[src/rtl/extencion_signo_pkg.sv]
// Shared constants for the sign/zero extension block: mode encodings and default widths.
package extencion_signo_pkg;

    // Default operand widths (immediate in, extended word out).
    localparam int unsigned DEF_IN_W  = 16;
    localparam int unsigned DEF_OUT_W = 32;

    // Registered-path operation select encodings.
    localparam logic [1:0] MODE_SEXT  = 2'b00;  // sign extend
    localparam logic [1:0] MODE_ZEXT  = 2'b01;  // zero extend
    localparam logic [1:0] MODE_LUI   = 2'b10;  // immediate placed in the upper bits
    localparam logic [1:0] MODE_BROFF = 2'b11;  // sign extend, then word-align (<< 2)

endpackage

[src/rtl/ext_unit.sv]
// Combinational extension mux: selects one of four ways of widening an immediate.
module ext_unit
    import extencion_signo_pkg::*;
#(
    parameter int unsigned IN_W  = DEF_IN_W,
    parameter int unsigned OUT_W = DEF_OUT_W  // must be strictly greater than IN_W
) (
    input  logic [IN_W-1:0]  instr_i,
    input  logic [1:0]       mode_i,
    output logic [OUT_W-1:0] result_o
);

    localparam int unsigned PadW = OUT_W - IN_W;

    logic [OUT_W-1:0] sext;
    logic [OUT_W-1:0] zext;
    logic [OUT_W-1:0] lui;
    logic [OUT_W-1:0] broff;

    assign sext  = {{PadW{instr_i[IN_W-1]}}, instr_i};
    assign zext  = {{PadW{1'b0}}, instr_i};
    assign lui   = {instr_i, {PadW{1'b0}}};
    // Top two sign bits fall off; the result is a word-aligned byte offset.
    assign broff = {sext[OUT_W-3:0], 2'b00};

    // Select the extension flavour requested by mode.
    always_comb begin
        result_o = sext;
        unique case (mode_i)
            MODE_SEXT:  result_o = sext;
            MODE_ZEXT:  result_o = zext;
            MODE_LUI:   result_o = lui;
            MODE_BROFF: result_o = broff;
            default:    result_o = sext;
        endcase
    end

endmodule

[src/rtl/extencion_signo.sv]
// Immediate extension block: a pure combinational sign-extension output plus a
// one-cycle registered path with mode select, valid qualifier and stall.
module extencion_signo
    import extencion_signo_pkg::*;
#(
    parameter int unsigned IN_W  = DEF_IN_W,
    parameter int unsigned OUT_W = DEF_OUT_W  // must be strictly greater than IN_W
) (
    input  logic             clk,
    input  logic             rst,
    input  logic [IN_W-1:0]  instr,
    output logic [OUT_W-1:0] oinstr,
    input  logic [1:0]       mode,
    input  logic             in_valid,
    input  logic             hold,
    output logic [OUT_W-1:0] ext_q,
    output logic             out_valid
);

    logic [OUT_W-1:0] result;
    logic [OUT_W-1:0] result_d, result_q;
    logic             valid_d, valid_q;

    // Unregistered sign extension, untouched by clock, reset or mode.
    assign oinstr = {{(OUT_W - IN_W){instr[IN_W-1]}}, instr};

    ext_unit #(
        .IN_W  (IN_W),
        .OUT_W (OUT_W)
    ) u_ext_unit (
        .instr_i  (instr),
        .mode_i   (mode),
        .result_o (result)
    );

    // Next state: hold freezes everything; otherwise valid follows in_valid and the
    // data register only loads on a valid operand (stale data is kept otherwise).
    always_comb begin
        result_d = result_q;
        valid_d  = valid_q;
        if (!hold) begin
            valid_d = in_valid;
            if (in_valid) begin
                result_d = result;
            end
        end
    end

    // Output registers; synchronous reset takes priority over hold.
    always_ff @(posedge clk) begin
        if (rst) begin
            result_q <= '0;
            valid_q  <= 1'b0;
        end else begin
            result_q <= result_d;
            valid_q  <= valid_d;
        end
    end

    assign ext_q     = result_q;
    assign out_valid = valid_q;

endmodule

[config.mk]
export PLATFORM = sky130hd
export DESIGN_NAME = extencion_signo
export DESIGN_NICKNAME = d
export VERILOG_FILES = /design/src/rtl/extencion_signo_pkg.sv /design/src/rtl/ext_unit.sv /design/src/rtl/extencion_signo.sv
export SDC_FILE = /design/constraint.sdc
export NUM_CORES = 1
export LEC_CHECK = 0
export BUFFER_PORTS_ARGS = -buffer_cell sky130_fd_sc_hd__buf_4
export CORE_MARGIN = 3
export CORE_UTILIZATION = 30
export CTS_BUF_LIST = sky130_fd_sc_hd__clkbuf_2
export DETAILED_ROUTE_END_ITERATION = 10
export SLEW_MARGIN = 40
export SYNTH_ARGS = -nofsm -noshare
export SYNTH_HDL_FRONTEND = slang
export SYNTH_SLANG_ARGS = --single-unit
[constraint.sdc]
create_clock -name clk -period 1.9 [get_ports clk]
set_clock_uncertainty 0.2 [all_clocks]
set_input_delay 0.095 -clock clk [delete_from_list [all_inputs] [get_ports clk]]
set_output_delay 0.095 -clock clk [all_outputs]
set_load 0.01 [all_outputs]
==> results of run 1 <==
worst reg2reg max path, cell delays in order (launching register included):
cell and delay, ps:
dfxtp_1 370, nand2_1 50, a21oi_1 120, dlygate4sd3_1 560
per-stage QoR:
stage / total power [uW] / setup slack [ps]
after floorplan: 1010 / 760
after global placement: 1150 / 487
after detailed placement: 1150 / 464
after CTS: 1650 / 17.6
after global routing: 1710 / 22.9
final: 1620 / 58.3
placed cells by master, fill, tap and decap left out, types with 5 or more instances in the layout:
cell           Yosys  layout
buf_4             35      88
nand2_1           18      18
dfxtp_1           33      33
clkbuf_2           0       5
a221oi_1          12      12
nor3_1            12      12
a211oi_2          11      11
nor2_1            29      29
dlygate4sd3_1      0      23
cells by family after synthesis:
kind of cell | Yosys count | synth area share [%]
multiplexers | 1 | 0.593
buffers and inverters | 48 | 20.4
flip-flops | 33 | 39.1
AND/OR/NAND/NOR | 70 | 18.6
AO/OA/AOI/OAI | 35 | 21.3
cell type report:
class / count / share of cell area (%)
Clock buffer: 5 / 1.04
Clock inverter: 2 / 1.46
Inverter: 1 / 0.156
Multi-Input combinational cell: 106 / 28.6
Sequential cell: 33 / 27.5
Tap cell: 70 / 3.65
Timing Repair Buffer: 112 / 37.6
synthesized netlist by cell type, drive strengths merged:
library cell | n | area, um^2
buf | 43 | 325
dfxtp | 33 | 661
nor2 | 29 | 109
nand2 | 18 | 67.6
a211oi | 15 | 168
a221oi | 14 | 135
nor3 | 14 | 80.1
a21oi | 4 | 20.0
clkbuf | 4 | 15.0
nand2b | 3 | 21.3
nand3 | 3 | 15.0
a2bb2oi | 1 | 15.0
a31oi | 1 | 21.3
and2 | 1 | 6.26
and2b | 1 | 8.76
inv | 1 | 3.75
mux2i | 1 | 10.0
nor2b | 1 | 6.26
registers in the layout, summed over array words and instances (netlist names):
register	flops
ext_q	32
out_valid	1
worst max-delay path by stage:
stage | startpoint | endpoint | slack (ps)
floorplan | hold | ext_q[17]$_SDFFE_PP0P_ | 760
global placement | mode[1] | ext_q[24]$_SDFFE_PP0P_ | 490
detailed placement | mode[1] | ext_q[24]$_SDFFE_PP0P_ | 460
CTS | hold | ext_q[0]$_SDFFE_PP0P_ | 20
global route | hold | ext_q[31]$_SDFFE_PP0P_ | 20
finish | hold | ext_q[0]$_SDFFE_PP0P_ | 60
what timing repair did:
action | CTS | global route
hold buffers | 23 | 0
setup endpoints to repair | 0 | 2
hold endpoints to repair | 33 | 0
resized for setup | 0 | 1
power groups by stage:
stage | Combinational (uW) | Clock [uW] | Sequential [uW]
floorplan | 212 | 0 | 793
global placement | 377 | 0 | 774
detailed placement | 380 | 0 | 774
CTS | 418 | 470 | 760
global route | 453 | 496 | 766
finish | 414 | 448 | 759
routing by layer:
layer / part of all wire [%] / up-vias / track usage [%]
li1: - / 761 / -
met1: 44 / 690 / 19.0
met2: 46 / 62 / 22.7
met3: 9.0 / 4 / 5.65
met4: 0.94 / 0 / 4.90
met5: 0 / - / 0
==> flow_metrics.py, run 1 <==
metrics = {
    "outcome": {
        "outcome": "finished clean",
    },
    "critical_path": {
        "path_cells": "dlygate4sd3_1 > buf_4 > nor2b_2 > buf_6 > nand3_1 > dlygate4sd3_1 > a21oi_1",
        "worst-path-buf-inv": 4,
        "regToRegEndpoint": "out_valid$_SDFFE_PP0N_",
        "worstReg2RegStart": "out_valid$_SDFFE_PP0N_",
        "crit_cells": 7,
        "cp.required_ps": 2010,
        "cp-end-kind": "register",
        "rr_worst_depth": 3,
        "crit_fanout": 33,
        "cp_slowest_cell": "dlygate4sd3_1",
        "crit_family": "buffers and inverters",
        "crit_type": "in -> reg",
        "reg2reg_slack_ps": 560,
        "crit_top_cell": "dlygate4sd3_1",
        "cp.arrival_ps": 1960,
        "critPathLaunchType": "input pin",
        "crit_path_max_incr_delay_ps": 560,
    },
    "detailed_routing": {
        "drt_first_iter_violations": 56,
        "viasPerCell": 4.61,
        "wl_per_cell_um": 14.2,
        "antenna_left": 0,
        "post-route-drc-count": 0,
        "drt-total-wl_um": 4680,
        "dr_total_vias": 1517,
        "firstDrtPassIters": 4,
    },
    "place": {
        "placed_cells": 299,
        "dpl_cell_area_mm2": 0.00211,
        "finalWeightedCongestion": 0.756,
        "hpwl_um": 3270,
        "io_buffers": 86,
    },
    "grt": {
        "track_usage_pct": 14.8,
        "grt_pass1_vias": 1481,
        "antenna_found_initial": 0,
        "grt_max_degree": 34,
        "grt.overflow.total": 0,
        "grt_pass1_wl_um": 7510,
    },
    "sta": {
        "tightestPinTransition_ps": 579,
        "maxSlewHeadroom_pct": 61.4,
        "post-route-period-util_pct": 96.9,
        "hold_viol": 0,
        "fmax_mhz": 543,
        "slew_violations": 0,
        "holdWs_ps": 102,
        "setup_tns_ps": 0,
        "rsz0062_at_grt": "no",
        "setup_viol": 0,
        "finalCriticalPeriod_ps": 1840,
    },
    "hold_path": {
        "hold_path_depth": 4,
        "min_delay_worst_endpoint": "ext_q[30]$_SDFFE_PP0P_",
        "worstHoldStart": "in_valid",
        "hp-class": "in -> reg",
    },
    "floorplan": {
        "start_util_pct": 32.0,
        "rows": 26,
        "fp.dieH_um": 81.0,
        "die-area_mm2": 0.00656,
        "top_level_ports": 87,
        "coreArea_mm2": 0.00527,
        "die-width_um": 81.0,
    },
    "finish": {
        "multi_input_area_um2": 686,
        "final_nets": 281,
        "post-route-util_pct": 45.5,
        "stdcell_area_mm2": 0.00240,
        "seqCellArea_um2": 661,
        "drive_above_1_share_pct": 45.2,
        "antenna_cells": 0,
        "area_growth_pct": 42.2,
        "fill_cells": 542,
        "finalNonFillerCells": 329,
    },
    "synthesis": {
        "synth_cells": 187,
        "ys_ff_latch": 33,
        "syn_nets": 209,
        "ys_warn_count": 0,
        "synth_cell_type_count": 25,
        "synth-seq-area-share_pct": 39.1,
        "syn_area_mm2": 0.00169,
        "syn_avg_cell_area_um2": 9.03,
    },
    "clock_tree": {
        "cts_setup_buffers": 0,
        "worstSkewPairLatency_ps": 360,
        "cts_tree": "done",
        "cts_buffer_depth": 2,
        "clk_pin_slew_ps": 170,
        "htreeDepth": 2,
        "cts-root-buf": "clkbuf_2",
        "cts-buffers-inserted": 5,
        "clkSinkCount": 33,
    },
    "power_and_ir_drop": {
        "p_comb_share_pct": 25.5,
        "p_sw_uw": 462,
        "p_leak_uw": 0.00104,
        "power_density_mw_per_mm2": 676,
        "pwr-share-clk_pct": 27.6,
        "switching_share_pct": 28.5,
        "irDropWorstVdd_mv": 0.339,
        "p_int_uw": 1160,
        "seq_power_share_pct": 46.8,
    },
    "flow_run": {
        "cap_violations": 0,
    },
}
No activity file was read; power rests on OpenSTA's default activity.
==> inputs of run 2 (changes only) <==
--- a/config.mk
+++ b/config.mk
@@ -6,10 +6,12 @@
 export NUM_CORES = 1
 export LEC_CHECK = 0
 export BUFFER_PORTS_ARGS = -buffer_cell sky130_fd_sc_hd__buf_4
+export CAP_MARGIN = 30
 export CORE_MARGIN = 3
 export CORE_UTILIZATION = 30
 export CTS_BUF_LIST = sky130_fd_sc_hd__clkbuf_2
 export DETAILED_ROUTE_END_ITERATION = 10
+export PLACE_DENSITY = 0.67
 export SLEW_MARGIN = 40
 export SYNTH_ARGS = -nofsm -noshare
 export SYNTH_HDL_FRONTEND = slang
==> flow_metrics.py, run 2 (synthesis results as in run 1) <==
metrics = {
    "detailed_routing": {
        "post-route-drc-count": 0,
        "wirelength_met1_um": 2130,
        "dr_total_vias": 1584,
        "wl_met2_um": 2360,
        "firstDrtPassIters": 4,
        "top_layer_used": "met4",
        "antenna_left": 0,
        "drt-total-wl_um": 5090,
        "wl_per_cell_um": 15.4,
        "viasPerCell": 4.79,
        "wl_met3_um": 484,
        "drt_first_iter_violations": 127,
    },
    "finish": {
        "antenna_cells": 0,
        "fill_cells": 537,
        "final_common_cell": "buf_4",
        "final_nets": 282,
        "mostFrequentLayoutCells": "buf_4 (88), dfxtp_1 (33), nor2_1 (29), dlygate4sd3_1 (23), nand2_1 (18)",
        "largest_register_ff_count": 32,
        "area_growth_pct": 43.3,
        "drive_above_1_share_pct": 45.6,
    },
    "grt": {
        "grt.overflow.total": 0,
        "grt_pass1_vias": 1473,
        "antenna_found_initial": 0,
        "track_usage_pct": 15.2,
        "grt_pass1_wl_um": 7650,
        "grt_max_degree": 34,
    },
    "critical_path": {
        "worst-path-buf-inv": 4,
        "crit_top_cell": "dlygate4sd3_1",
        "cp.required_ps": 2030,
        "critPathLaunchType": "input pin",
        "rr_worst_depth": 3,
        "crit_fanout": 17,
        "crit_path_max_incr_delay_ps": 560,
        "cp.arrival_ps": 1970,
        "worstReg2RegStart": "ext_q[0]$_SDFFE_PP0P_",
        "reg2reg_slack_ps": 520,
        "path_cells": "dlygate4sd3_1 > buf_4 > nor2b_4 > buf_12 > nand3_1 > a21oi_1 > dlygate4sd3_1",
        "regToRegEndpoint": "ext_q[0]$_SDFFE_PP0P_",
        "crit_family": "buffers and inverters",
        "crit_type": "in -> reg",
        "cp-end-kind": "register",
        "cp_slowest_cell": "dlygate4sd3_1",
    },
    "clock_tree": {
        "clkSinkCount": 33,
        "worstSkewPairLatency_ps": 360,
        "htreeDepth": 2,
        "clk_pin_slew_ps": 170,
        "cts-root-buf": "clkbuf_2",
        "cts_tree": "done",
        "cts_buffer_depth": 2,
        "cts-buffers-inserted": 5,
    },
    "place": {
        "hpwl_um": 3350,
        "io_buffers": 86,
        "finalWeightedCongestion": 0.807,
    },
    "floorplan": {
        "top_level_ports": 87,
        "start_util_pct": 32.0,
        "coreArea_mm2": 0.00527,
        "rows": 26,
        "die-width_um": 81.0,
        "die-area_mm2": 0.00656,
        "fp.dieH_um": 81.0,
    },
    "power_and_ir_drop": {
        "irDropWorstVdd_mv": 0.380,
        "power_density_mw_per_mm2": 633,
        "p_leak_uw": 0.00105,
        "finalPower_uw": 1530,
    },
    "sta": {
        "maxSlewHeadroom_pct": 61.6,
        "setup_viol": 0,
        "rsz0062_at_grt": "no",
        "post-route-period-util_pct": 97.0,
        "fmax_mhz": 543,
        "finalCriticalPeriod_ps": 1840,
        "setup_tns_ps": 0,
        "hold_viol": 0,
        "tightestPinTransition_ps": 575,
        "slew_violations": 0,
    },
    "outcome": {
        "outcome": "finished clean",
    },
    "hold_path": {
        "hp-class": "in -> reg",
        "worstHoldStart": "in_valid",
        "hold_path_depth": 5,
        "min_delay_worst_endpoint": "ext_q[27]$_SDFFE_PP0P_",
    },
    "flow_run": {
        "cap_violations": 0,
    },
}
[run 2: cell types whose count changed in the layout (fill, tap and decap cells not counted), sizes merged]
cell and change:
clkbuf +4, clkinv -1, bufinv -1
[run 2: cell type report]
type                       count  area, um^2  share of cell area [%]
timing repair buffer         113         936                    38.7
clock buffer                   8        40.0                    1.66
sequential                    33         661                    27.3
tap                           70        87.6                    3.62
inverter                       1        3.75                   0.155
multi-input combinational    106         691                    28.6
[run 2: worst max path at each step]
stage,start,endpoint,slack [ps],depth (start not counted)
CTS,hold,ext_q[1]$_SDFFE_PP0P_,20,7
floorplan,hold,ext_q[17]$_SDFFE_PP0P_,760,5
global route,hold,ext_q[1]$_SDFFE_PP0P_,10,7
detailed placement,hold,ext_q[10]$_SDFFE_PP0P_,430,5
finish,hold,ext_q[1]$_SDFFE_PP0P_,60,7
global placement,hold,ext_q[24]$_SDFFE_PP0P_,470,5
[run 2: where the power goes]
group          switching [uW]  total (uW)  internal (uW)
clock                     233         342            109
combinational             212         429            217
sequential               22.6         759            737
total                     468        1530           1060
[run 2: metal layers]
metal  up-vias  GRT usage (%)
li1        764              -
met1       721           19.9
met2        85           23.1
met3        14           4.32
met4         0           7.09
met5         -              0
[run 2: tightest hold or removal path, delay by kind of cell]
| kind | cells | cell delay, ps |
|---|---|---|
| simple gates | 2 | 230 |
| compound gates | 1 | 50 |
| buf+inv | 2 | 270 |
[run 2: what timing repair did]
item / 4_1_cts / 5_1_grt
setup endpoints to repair: 0 / 2
endpoints found under the hold margin: 33 / 0
setup buffers: 0 / 0
gates resized for setup: 0 / 4
hold buffers: 23 / 0
[run 2: through the flow]
stage                     worst slack [ps]  instances  instance area [um^2]  util (%)  hold slack, ps
final                                 57.1        331                  2420      45.9            92.6
after floorplan                        760        187                  1690         -            36.1
after CTS                             16.2        330                  2380      45.1             195
after global placement                 473        299                  2110      40.0             184
after detailed placement               429        299                  2110      40.0             190
after global routing                  14.2        331                  2420      45.9            68.0
